## config.mk

```make
export PLATFORM = sky130hd
export DESIGN_NAME = instr_issuer
export DESIGN_NICKNAME = d
export VERILOG_FILES = /design/src/rtl/instr_issuer.sv
export SDC_FILE = /design/constraint.sdc
export NUM_CORES = 1
export LEC_CHECK = 0
export ABC_AREA = 1
export BUFFER_PORTS_ARGS = -buffer_cell sky130_fd_sc_hd__buf_4
export CAP_MARGIN = 20
export CORE_AREA = 2 2 72 61
export DETAILED_ROUTE_END_ITERATION = 16
export DIE_AREA = 0 0 74 63
export PLACE_DENSITY = 0.76
export SLEW_MARGIN = 0
export SYNTH_ARGS = -nofsm -noshare
export SYNTH_HDL_FRONTEND = slang
export SYNTH_SLANG_ARGS = --single-unit
```

## constraint.sdc

```tcl
create_clock -name Clock -period 1.4 [get_ports Clock]
set_input_delay 0 -clock Clock [delete_from_list [all_inputs] [get_ports Clock]]
set_output_delay 0 -clock Clock [all_outputs]
set_load 0.02 [all_outputs]
```

## src/rtl/instr_issuer.sv

```systemverilog
// ---------------------------------------------------------------------------
// instr_issuer
//   Fetches 9-bit instruction words from a synchronous ROM and presents them,
//   one at a time, to a simple processor.  mvi (opcode 001) carries a second
//   word, the immediate, fetched from the following ROM address.  A halt word
//   (opcode 111) parks the block in HALTED until reset.
//
// Ports
//   Clock     in   1  rising-edge clock
//   Reset     in   1  asynchronous, active-high reset
//   Enable    in   1  level; permits starting the next instruction
//   MemAddr   out  5  ROM word address (the program counter)
//   MemData   in   9  ROM read data, valid the cycle after MemAddr
//   DIN       out  9  word on the processor bus
//   Run       out  1  one-cycle start pulse for the word on DIN
//   Done      in   1  processor completion, looked at only while waiting
//   Halt      out  1  high while halted
//   Error     out  1  sticky completion-timeout flag
//   Count     out  8  retired instructions, saturating at 255
//   state_dbg out  3  current FSM state, for observation only
//
// Run/Done handshake: Run is high for exactly one cycle (ISSUE) and offers
// the instruction word on DIN.  From the next cycle DIN carries the immediate
// (mvi) or stays on the instruction, and is held until Done is sampled high.
// Done is meaningful only in the cycles after the Run pulse; a Done seen in
// any other cycle, including the Run cycle itself, has no effect.  If Done
// stays low for 15 waiting cycles the instruction is abandoned, Error is set
// and the block halts.
// ---------------------------------------------------------------------------
module instr_issuer (
   input  logic       Clock,
   input  logic       Reset,
   input  logic       Enable,
   output logic [4:0] MemAddr,
   input  logic [8:0] MemData,
   output logic [8:0] DIN,
   output logic       Run,
   input  logic       Done,
   output logic       Halt,
   output logic       Error,
   output logic [7:0] Count,
   output logic [2:0] state_dbg
);

   typedef enum logic [2:0] {
      ST_IDLE      = 3'd0,
      ST_FETCH     = 3'd1,
      ST_LATCH     = 3'd2,
      ST_FETCH_IMM = 3'd3,
      ST_LATCH_IMM = 3'd4,
      ST_ISSUE     = 3'd5,
      ST_WAIT      = 3'd6,
      ST_HALTED    = 3'd7
   } state_t;

   localparam logic [2:0] OP_MVI  = 3'b001;
   localparam logic [2:0] OP_HALT = 3'b111;
   // Watchdog value in the 15th waiting cycle; one more low Done is a timeout.
   localparam logic [3:0] WD_LAST = 4'd14;
   localparam logic [7:0] CNT_MAX = 8'd255;

   state_t     state;
   state_t     state_next;
   logic [4:0] pc;
   logic [8:0] ir;
   logic [8:0] imm;
   logic [3:0] wd;
   logic [7:0] count_q;
   logic       error_q;

   // -------------------------------------------------------------------------
   // Next-state logic
   // -------------------------------------------------------------------------
   always_comb begin
      state_next = state;
      case (state)
         ST_IDLE: begin
            if (Enable) state_next = ST_FETCH;
         end
         ST_FETCH: begin
            state_next = ST_LATCH;
         end
         ST_LATCH: begin
            // Decode straight from the ROM word being latched this cycle.
            if (MemData[2:0] == OP_HALT)     state_next = ST_HALTED;
            else if (MemData[2:0] == OP_MVI) state_next = ST_FETCH_IMM;
            else                             state_next = ST_ISSUE;
         end
         ST_FETCH_IMM: begin
            state_next = ST_LATCH_IMM;
         end
         ST_LATCH_IMM: begin
            state_next = ST_ISSUE;
         end
         ST_ISSUE: begin
            state_next = ST_WAIT;
         end
         ST_WAIT: begin
            if (Done)               state_next = Enable ? ST_FETCH : ST_IDLE;
            else if (wd == WD_LAST) state_next = ST_HALTED;
         end
         ST_HALTED: begin
            state_next = ST_HALTED;
         end
         default: begin
            state_next = ST_IDLE;
         end
      endcase
   end

   // -------------------------------------------------------------------------
   // Outputs (all derived from registers, so reset reaches them immediately)
   // -------------------------------------------------------------------------
   always_comb begin
      MemAddr   = pc;
      Run       = 1'b0;
      Halt      = 1'b0;
      DIN       = ir;
      Error     = error_q;
      Count     = count_q;
      state_dbg = state;
      if (state == ST_ISSUE)  Run  = 1'b1;
      if (state == ST_HALTED) Halt = 1'b1;
      // After the Run cycle an mvi hands the processor its immediate.
      if ((state == ST_WAIT) && (ir[2:0] == OP_MVI)) DIN = imm;
   end

   // -------------------------------------------------------------------------
   // State and datapath registers
   // -------------------------------------------------------------------------
   always_ff @(posedge Clock or posedge Reset) begin
      if (Reset) begin
         state   <= ST_IDLE;
         pc      <= 5'd0;
         ir      <= 9'd0;
         imm     <= 9'd0;
         wd      <= 4'd0;
         count_q <= 8'd0;
         error_q <= 1'b0;
      end else begin
         state <= state_next;
         case (state)
            ST_LATCH: begin
               ir <= MemData;
               pc <= pc + 5'd1;          // 5-bit PC wraps 31 -> 0
            end
            ST_LATCH_IMM: begin
               imm <= MemData;
               pc  <= pc + 5'd1;
            end
            ST_ISSUE: begin
               wd <= 4'd0;
            end
            ST_WAIT: begin
               if (Done) begin
                  if (count_q != CNT_MAX) count_q <= count_q + 8'd1;
               end else begin
                  wd <= wd + 4'd1;
                  if (wd == WD_LAST) error_q <= 1'b1;
               end
            end
            default: begin
            end
         endcase
      end
   end

endmodule

```

Word level (Yosys, flattened, before mapping)
Cells that the tools add are included.
Operators by class
  add/subtract/negate cells: 3
  reductions and logical operators: 8
  equality and inequality tests: 15
  bitwise gates (word level): 1
  mux-type cells: 12
Operators with widths (number)
  one-hot mux 3 bit (8 select lines): 1
  equality test 3 bit, second input constant: 5
  two-way mux 3 bit: 5
  equality test 3 x 1 -> 1 bit, second input constant: 3
  two-way mux 9 bit: 1
  adder 8 x 1 -> 8 bit, second input constant: 1
  != test 8 bit, second input constant: 1
  one-hot mux 4 bit (2 select lines): 1
  equality test 3 x 2 -> 1 bit, second input constant: 2
  AND reduction 3 bit: 2
  adder 5 x 1 -> 5 bit, second input constant: 1
  adder 4 x 1 -> 4 bit, second input constant: 1
  equality test 4 bit, second input constant: 1
  two-way mux 4 bit: 1
  != test 2 bit, second input constant: 2
  AND reduction 2 bit: 2
  logical NOT 3 bit: 1
  two-way mux 1 bit: 3
  != test 3 x 2 -> 1 bit, second input constant: 1
  nonzero test 2 bit: 1
  OR reduction 2 bit: 1
  logical AND 1 bit: 1
  inverter 1 bit: 1
Word-level totals
  flip-flop bits (word level): 39
  bits of input ports: 13
  output and inout bits: 28
  word-level logic and storage cells: 46

Longest topological paths before layout
Gate-level depths: netlist (run 1).
  depth in word-level cells: 4
  mapped depth: 8
  mapped depth without buffers: 8

Worst setup path before layout (run 1)
Ideal clock, no wire load.
  path kind: reg2reg
  from: reg state[1] (netlist: state_dbg[1])
  to: reg wd[0]
  buffers on the path: 1
  library setup time: 0.129 ns
  data arrival time: 1.341 ns
  path slack: -0.070 ns
  required time: 1.271 ns
  cell stages (with the launch flop): 8
  cell sequence: dfrtp_1 -> buf_6 -> inv_2 -> nand2_1 -> nor2_1 -> nor2_2 -> nand2_1 -> o21ai_0
On the way
  longest elaborated chain between the ends: 3
  elaborated cells on any way between the ends: 6
  classes of those cells: 3 x eq/ne; 1 x mux; 2 x reduce/logical
Ends and longest elaborated chain
  start: declaration: line 62  | state_t state;
  start signal: assignment: line 141  | state <= state_next;
  equality test 3 bit: line 142  | case (state)
  != test 2 bit (no line) or nonzero test 2 bit (tied branches)
  AND reduction 2 bit (no line)
  end signal: assignment: line 158  | wd <= wd + 4'd1;
  end: declaration: line 67  | logic [3:0] wd;
Parallel ways exist; a longest one is shown, timed or not.
A chain may end at the register's enable or synchronous reset.

Worst setup path after layout (run 1)
  from: reg ir[1]
  to: out DIN[4]
On the way
  longest elaborated chain between the ends: 3
Ends and longest elaborated chain
  start: declaration: line 65  | logic [8:0] ir;
  start signal: assignment: line 144  | ir <= MemData;
  equality test 3 x 1 -> 1 bit: line 125  | if ((state == ST_WAIT) && (ir[2:0] == OP_MVI)) DIN = imm;
  logical AND 1 bit: line 125
  two-way mux 9 bit: line 125
  end: declaration: line 36  | output logic [8:0] DIN,
Every way passes these cells.

==> reports/metrics.cfg, run 1 <==
[global_route]
grt_first_pass_wirelength_um = 7320
grt_max_degree = 40
overflow = 0
grt_pass1_vias = 1706
antenna_found_initial = 0
grt_usage = 0.2012

[timing]
finClkSkew_ns = 0.006752
finalSetupViolCount = 3
rsz0062_at_grt = yes
hold_viol = 0
post-route-min-period_ns = 1.407
worst_slew_pin_slew_ns = 0.4805
maxSlewHeadroom = 0.6797
finalWorstSetupSlack_ns = -0.007495
drv_slew = 0
fmax_mhz = 710.5
fin_crit_sh = 1.005
holdWs_ns = 0.08661
tns_ns = -0.01570

[cts]
worstSkewPairLatency_ns = 0.30
cts_buffers = 5
cts_tree = done
clockBufferDepth = 2
clock-sinks = 39
path_clk_slew_ns = 0.08
cts_root_buf = clkbuf_8
h-tree-depth = 2

[hold_path]
hold_path_class = in -> reg
min_from = Enable

[yosys]
yosysTopAreaCellShare = 0.4776
ys_seq_area_frac = 0.4776
mappedNetlistArea_um2 = 2043
ys_ff_latch = 39
syn_nets = 272
yosys_warnings = 0
synthTopCellsByArea = dfrtp_1 (48%), nand2_1 (17%), o21ai_0 (6.1%), inv_1 (4.6%), nand3_1 (2.9%)
ys_types = 26
yosysTopAreaCell = dfrtp_1
avgSynthCellArea_um2 = 8.013
syn_inst = 255

[outcome]
run_status = finished, violations left
violations = setup timing

[finish]
fin_area_um2 = 2769
diodes = 0
nets = 343
drive_gt1_frac = 0.2722
area_growth_pct = 35.52

[floorplanning]
initial_core_util = 0.5150
io_pins = 41
die_x_um = 74
dieArea_um2 = 4662
fp.dieH_um = 63
core_um2 = 3968
num_rows = 21

[power_and_ir_drop]
power.density_nw_per_um2 = 2011
worst_ir_drop_vdd_v = 0.001135
power.leakage_nw = 1.443

[setup_path]
critPathLaunchType = register
cp.arrival_ns = 1.41
crit_type = reg -> out
cp_max_fo = 8
r2r-start = state_dbg[2]$_DFFE_PP0P_
crit_path_end_kind = primary output
startpoint = ir[1]$_DFFE_PP0P_
critPathRequiredTime_ns = 1.40

[place]
place.gp.congestion = 0.8172
port_buffers = 40
dpl.hpwl_um = 2906
dpl_cell_area_um2 = 2416

[drt]
firstDrtPassIters = 5
first_iter_violations = 58
vias = 1874
wl_per_cell_um = 11.29
drcViolationCount = 0
ant_nets = 0
vias_per_cell = 4.880
drt_wl_total_um = 4337

[run]
maxCapViolations = 0

## cell usage in the layout, fill, tap and decap left out, types with 2 or more instances in the layout
master,instances
inv_2,3
xor2_1,2
nand4_1,4
nor2_1,13
clkbuf_8,5
buf_4,47
nand2_1,89
o21ai_0,24
ha_1,3
dfrtp_2,2
nand2_2,5
nor2_2,4
nand3_1,12
buf_6,9
nand2_4,2
dfrtp_1,37
xnor2_1,6
a21o_1,2
inv_1,25
nand3_4,2
clkinvlp_4,2
o21ai_1,7
nor2_4,2
dlygate4sd3_1,11
## Yosys cell counts, drive strengths merged
library cell   n
o21bai         1
xnor2          6
nand3         14
o21ai         32
buf            5
nand4          4
inv           29
nand2         96
a21oi          1
a31oi          1
ha             4
a21o           2
xor2           2
dfrtp         39
nor2          19
## per-layer routing
layer  global-route usage  share of wire
met5                    0              0
met4              0.06818          0.010
met3              0.05323          0.046
met2               0.3114           0.47
met1               0.2719           0.47
## registers in the layout, indices dropped and copies added (netlist names)
name       cells
imm            9
Count          8
wd             4
state_dbg      3
Error          1
MemAddr        5
ir             9
## path summary, 6_finish.rpt
check,slack [ns],endpoint,cells after the start
max,-0.007,DIN[4],6
min,0.09,state_dbg[0]$_DFFE_PP0P_,5
max reg2reg,0.07,state_dbg[1]$_DFFE_PP0P_,6
min reg2reg,0.48,Error$_DFFE_PP0P_,1
max in group asynchronous,0.67,state_dbg[2]$_DFFE_PP0P_,4
min in group asynchronous,0.38,imm[0]$_DFFE_PP0P_,4
## critical path, stage by stage (launching register included)
cell and delay [ns]:
dfrtp_1 0.39, nor2_2 0.15, nand2_4 0.12, nor2_4 0.19, nand2_1 0.07, nand2_1 0.08
buf_6 0.12
## report_power, final
part / switching [mW] / internal (mW)
logic: 1.62 / 1.24
clock network: 0.406 / 0.346
registers: 0.382 / 1.57
total: 2.41 / 3.16
## area by class of cell
type                            instances  area (um^2)
Fill cell                             325         1199
Tap cell                               57        71.32
Timing Repair Buffer                   67        564.3
Clock inverter                          3        20.02
Multi-Input combinational cell        184        954.7
Inverter                               29        111.4
Sequential cell                        39        978.4
Clock buffer                            5        68.82
## cells by family after synthesis
kind of cell | share of synthesized area
buffers and inverters | 0.07716
xor gates and xnor gates | 0.03429
and+or+nand+nor | 0.2915
adders and majority gates | 0.02450
AOI/OAI and AO/OA | 0.09491
DFF | 0.4777
## stage by stage
step	instances	power, mW	util	setup slack [ns]
after floorplan	255	3.607	-	0.02770
after global placement	353	4.379	0.6090	0.1156
after detailed placement	353	4.435	0.6090	0.06754
after CTS	375	5.414	0.6752	-0.06279
after global routing	384	6.015	0.6979	-0.1411
final	384	5.568	0.6979	-0.007495
## repair_timing
| item | 4_1_cts | 5_1_grt |
|---|---|---|
| gates resized for setup | 11 | 8 |
| buffers inserted | 2 | 8 |
| endpoints found under the setup margin | 9 | 16 |
| pin swaps | 7 | 9 |
| gates cloned | 1 | 1 |
| hold buffers | 11 | 0 |
| hold endpoints to repair | 56 | 0 |
Note: power is estimated with default switching activity, not from simulation.
==> run 2: changes to the inputs <==
--- a/config.mk
+++ b/config.mk
@@ -8,11 +8,11 @@
 export ABC_AREA = 1
 export BUFFER_PORTS_ARGS = -buffer_cell sky130_fd_sc_hd__buf_4
 export CAP_MARGIN = 20
-export CORE_AREA = 2 2 72 61
+export CORE_AREA = 2 2 64 66
+export CTS_BUF_LIST = sky130_fd_sc_hd__clkbuf_8
 export DETAILED_ROUTE_END_ITERATION = 16
-export DIE_AREA = 0 0 74 63
-export PLACE_DENSITY = 0.76
-export SLEW_MARGIN = 0
+export DIE_AREA = 0 0 66 68
+export PLACE_DENSITY = 0.79
 export SYNTH_ARGS = -nofsm -noshare
 export SYNTH_HDL_FRONTEND = slang
 export SYNTH_SLANG_ARGS = --single-unit
==> run 2 against run 1 <==
  * The flow still finishes with violations (setup timing)
  * Clock skew grew 0.0011 ns
  * Register-to-register slack hardly changed
  * Sequential power about the same
  * Maximum frequency decreased by 0.26%
  * Core utilization increased by 2.3 points
  * Via count fell by 0.37%
  * Global-route usage is 3.6 points higher
  * Critical endpoint is now DIN[5]
==> reports/metrics.cfg, run 2 (synthesis gave the netlist of run 1 again) <==
[drt]
wl_per_cell_um = 12.59
firstDrtPassIters = 5
ant_nets = 0
drcViolationCount = 0
first_iter_violations = 86
vias_per_cell = 4.952
vias = 1867
drt_wl_total_um = 4745

[finish]
layout.cells.non_filler = 377
layout.cells.most_common_list = nand2_1 (87), buf_4 (51), dfrtp_1 (36)
area_growth_pct = 36.07
final_common_cell = nand2_1
drive_gt1_frac = 0.2813
seqCellArea_um2 = 979.7
nets = 343
fill_cells = 299
final_core_util = 0.7210
multiInputGateArea_um2 = 968.4
diodes = 0

[setup_path]
critPathLaunchType = register
r2r-start = state_dbg[1]$_DFFE_PP0P_
cp_max_fo = 8
crit_path_end_kind = primary output
path_buf_inv = 1
cp_slowest_cell = dfrtp_1
cp.arrival_ns = 1.41
r2r_cells = 6
worstPathCellList = nor2_4 > nand2_4 > nor2_4 > nand2_1 > nand2_1 > buf_6
reg2reg_to = state_dbg[0]$_DFFE_PP0P_
crit_type = reg -> out
reg2reg_slack_ns = 0.06
critPathRequiredTime_ns = 1.40
startpoint = ir[1]$_DFFE_PP0P_
endpoint = DIN[5]
slowest_delay_ns = 0.41
critPathTopFamily = simple AND/OR/NAND/NOR gates
crit_cells = 6

[place]
place_ws_ns = -0.01233
dp.cells = 348
place.gp.congestion = 0.8884
dpl.hpwl_um = 3076
port_buffers = 40

[timing]
fmax_mhz = 708.6
fin_crit_sh = 1.008
drv_slew = 0
rsz0062_at_grt = yes
maxSlewHeadroom = 0.6998
finalSetupViolCount = 5
hold_viol = 0
holdWs_ns = 0.03067
finClkSkew_ns = 0.007818
worst_slew_pin_slew_ns = 0.4498
tns_ns = -0.04746
post-route-min-period_ns = 1.411
finalWorstSetupSlack_ns = -0.01114

[floorplanning]
dieArea_um2 = 4488
io_pins = 41
initial_core_util = 0.5299
num_rows = 23
fp.dieH_um = 68
die_x_um = 66
core_um2 = 3856

[cts]
cts_buffers = 5
path_clk_slew_ns = 0.07
cts_tree = done
clockBufferDepth = 2
worstSkewPairLatency_ns = 0.28
clock-sinks = 39
h-tree-depth = 2
cts_root_buf = clkbuf_8

[global_route]
grt_pass1_vias = 1766
grt_usage = 0.2374
grt_max_degree = 19
overflow = 0
antenna_found_initial = 0
grt_first_pass_wirelength_um = 8010

[power_and_ir_drop]
seq_power_share = 0.337
power.leakage_nw = 1.474
switching_share = 0.4281
clkPwrFrac = 0.139
power_frac_comb = 0.524
worst_ir_drop_vdd_v = 0.001308
intPower_mw = 3.339
power.density_nw_per_um2 = 2100
switching_power_mw = 2.500

[outcome]
violations = setup timing
run_status = finished, violations left

[hold_path]
hold_path_class = in -> reg
min_from = MemData[2]

[run]
maxCapViolations = 0

-- run 2: cell count changes in the layout (fill, tap and decap cells not counted), sizes merged --
cell         previous run  this run
clkbuf                  5         7
clkinvlp                2         0
dlygate4sd3            11         8
buf                    56        59
-- run 2: stage by stage --
| step | instance area, um^2 | total power, mW |
|---|---|---|
| after floorplan | 2046 | 3.607 |
| after global placement | 2422 | 4.389 |
| after detailed placement | 2422 | 4.449 |
| after CTS | 2730 | 5.689 |
| after global routing | 2780 | 6.272 |
| final | 2780 | 5.839 |
-- run 2: worst min-delay path, stage by stage --
cell,delay [ns]
buf_4,0.13
inv_1,0.06
o21ai_0,0.08
-- run 2: final cells by class --
| cell class | count | area share |
|---|---|---|
| multi-input combinational | 184 | 0.3483 |
| sequential | 39 | 0.3524 |
| clock inverter | 1 | 0.001350 |
| inverter | 29 | 0.04185 |
| timing repair buffer | 67 | 0.1989 |
| clock buffer | 7 | 0.03465 |
| tap | 50 | 0.02250 |
-- run 2: layer usage --
metal  routed length, um  track usage
met1                2105       0.3060
met2                2335       0.3902
met3                 231      0.05921
met4                  74      0.08929
met5                   0            0
-- run 2: worst min path at each step --
| stage | endpoint | cells after the start |
|---|---|---|
| CTS | imm[1]$_DFFE_PP0P_ | 3 |
| global placement | state_dbg[0]$_DFFE_PP0P_ | 2 |
| floorplan | imm[0]$_DFFE_PP0P_ | 2 |
| detailed placement | MemAddr[4]$_DFFE_PP0P_ | 2 |
| global route | ir[2]$_DFFE_PP0P_ | 3 |
| finish | ir[2]$_DFFE_PP0P_ | 3 |
-- run 2: power by group through the flow --
| stage | combinational [mW] | sequential, mW | clock, mW |
|---|---|---|---|
| after global routing | 3.35 | 2.03 | 0.893 |
| after floorplan | 1.57 | 2.04 | 0 |
| final | 3.06 | 1.97 | 0.812 |
| after global placement | 2.42 | 1.97 | 0 |
| after CTS | 2.89 | 1.96 | 0.844 |
| after detailed placement | 2.47 | 1.98 | 0 |
-- run 2: what timing repair did --
item / CTS / global route
pin swaps: 7 / 10
endpoints found under the setup margin: 11 / 15
hold endpoints to repair: 22 / 0
hold buffers: 8 / 0
gates resized for setup: 19 / 9
cloned: 2 / 0
setup buffers: 8 / 3
==> run 3: changes to the inputs <==
==> config.mk (replaced) <==
export PLATFORM = sky130hd
export DESIGN_NAME = instr_issuer
export DESIGN_NICKNAME = d
export VERILOG_FILES = /design/src/rtl/instr_issuer.sv
export SDC_FILE = /design/constraint.sdc
export NUM_CORES = 1
export LEC_CHECK = 0
export ABC_AREA = 1
export CAP_MARGIN = 20
export CELL_PAD_IN_SITES_DETAIL_PLACEMENT = 1
export CELL_PAD_IN_SITES_GLOBAL_PLACEMENT = 2
export CORE_AREA = 2 2 77 79
export CTS_BUF_LIST = sky130_fd_sc_hd__clkbuf_8
export DETAILED_ROUTE_END_ITERATION = 16
export DIE_AREA = 0 0 79 81
export DONT_BUFFER_PORTS = 1
export PLACE_DENSITY_LB_ADDON = 0.1
export SYNTH_ARGS = -nofsm -noshare
export SYNTH_HDL_FRONTEND = slang
export SYNTH_SLANG_ARGS = --single-unit
==> run 3 against run 2 <==
  * The run ends with hold timing, setup timing left
  * Worst setup slack got worse by 0.022 ns
  * Non-clock buffer count decreased by 23
  * First-iteration DRC count decreased by 51%
  * Critical path type unchanged
  * Critical endpoint is now DIN[7]
==> reports/metrics.cfg, run 3 (synthesis gave the netlist of run 1 again) <==
[timing]
tns_ns = -0.1315
post-route-min-period_ns = 1.434
finClkSkew_ns = 0.006417
holdWs_ns = -0.02113
worst_slew_pin_slew_ns = 0.5088
fin_crit_sh = 1.024
maxSlewHeadroom = 0.6608
rsz0062_at_grt = yes
finalWorstSetupSlack_ns = -0.03363
fmax_mhz = 697.5
finalSetupViolCount = 5
hold_viol = 1
drv_slew = 0

[place]
dpl.hpwl_um = 3592
dpl_cell_area_um2 = 2286
port_buffers = 0
dp.cells = 349
place_ws_ns = 0.06318
place.gp.congestion = 0.7218

[finish]
drive_gt1_frac = 0.2508
seqCellArea_um2 = 978.4
multiInputGateArea_um2 = 1013
layout.cells.non_filler = 378
nets = 319
final_common_cell = nand2_1
final_core_util = 0.4793
layout.cells.most_common_list = nand2_1 (85), dfrtp_1 (37), buf_4 (29)
fin_area_um2 = 2720
area_growth_pct = 33.13
fill_cells = 712
diodes = 0

[cts]
cts_buffers = 5
cts_tree = done
clockBufferDepth = 2
h-tree-depth = 2
clock-sinks = 39
path_clk_slew_ns = 0.08
cts_root_buf = clkbuf_8
worstSkewPairLatency_ns = 0.29

[power_and_ir_drop]
worst_ir_drop_vdd_v = 0.0007346
power.density_nw_per_um2 = 2164
power.leakage_nw = 1.362
total_power_mw = 5.885

[outcome]
run_status = finished, violations left
violations = hold timing, setup timing

[floorplanning]
core_um2 = 5675
io_pins = 41
fp.dieH_um = 81
dieArea_um2 = 6399
num_rows = 28
die_x_um = 79
initial_core_util = 0.3600

[setup_path]
cp.arrival_ns = 1.43
critPathRequiredTime_ns = 1.40
critPathLaunchType = register
cp_slowest_cell = dfrtp_1
crit_path_end_kind = primary output
worstPathCellList = nor2_2 > nand2_4 > nor2_4 > nand2_1 > nand2_2
cp_max_fo = 6
crit_type = reg -> out
slowest_delay_ns = 0.40

[global_route]
grt_first_pass_wirelength_um = 8845
grt_usage = 0.1761
grt_max_degree = 40
grt_pass1_vias = 1858
antenna_found_initial = 0
overflow = 0

[drt]
ant_nets = 0
first_iter_violations = 42
drcViolationCount = 0
vias = 1766
vias_per_cell = 4.672
drt_wl_total_um = 5279
firstDrtPassIters = 4
wl_per_cell_um = 13.97

[run]
maxCapViolations = 0

[hold_path]
hold_path_class = in -> reg

run 3: cell type report:
cell class | count | share of cell area
multi-input combinational | 183 | 0.3726
sequential | 39 | 0.3597
timing repair buffer | 44 | 0.1435
inverter | 29 | 0.04094
tap | 75 | 0.03450
clock buffer | 5 | 0.02530
clock inverter | 3 | 0.02346
run 3: worst max-delay path, delay by kind of cell, from the launching register on:
kind	cells	cell delay (ns)
AND/OR/NAND/NOR	5	0.74
flip-flops	1	0.40
run 3: report_power, final:
part           internal, mW  switching, mW
Clock                 0.706          0.414
Combinational          1.09           1.67
Sequential             1.57          0.433
run 3: final timing paths:
path | from | end | slack (ns) | cells past startpoint
worst max-delay path | ir[1]$_DFFE_PP0P_ | DIN[7] | -0.03 | 5
worst min-delay path | Done | state_dbg[0]$_DFFE_PP0P_ | -0.02 | 4
worst max register to register | state_dbg[0]$_DFFE_PP0P_ | wd[0]$_DFFE_PP0P_ | 0.09 | 7
worst min register to register | imm[3]$_DFFE_PP0P_ | imm[3]$_DFFE_PP0P_ | 0.49 | 2
max in group asynchronous | Reset | state_dbg[2]$_DFFE_PP0P_ | 0.74 | 3
min in group asynchronous | Reset | Count[1]$_DFFE_PP0P_ | 0.27 | 3
run 3: routing by layer:
layer / vias to the layer above / wire length (um) / track usage
li1: 896 / - / -
met1: 842 / 2369 / 0.2235
met2: 26 / 2702 / 0.3034
met3: 2 / 180 / 0.04778
met4: 0 / 27 / 0.03621
met5: - / 0 / 0
run 3: repair_timing:
action / in CTS / in global routing
pin swaps: 10 / 6
buffers inserted: 4 / 5
resized for setup: 20 / 11
hold buffers: 11 / 0
gates cloned: 1 / 0
endpoints found under the hold margin: 60 / 0
setup endpoints to repair: 9 / 21
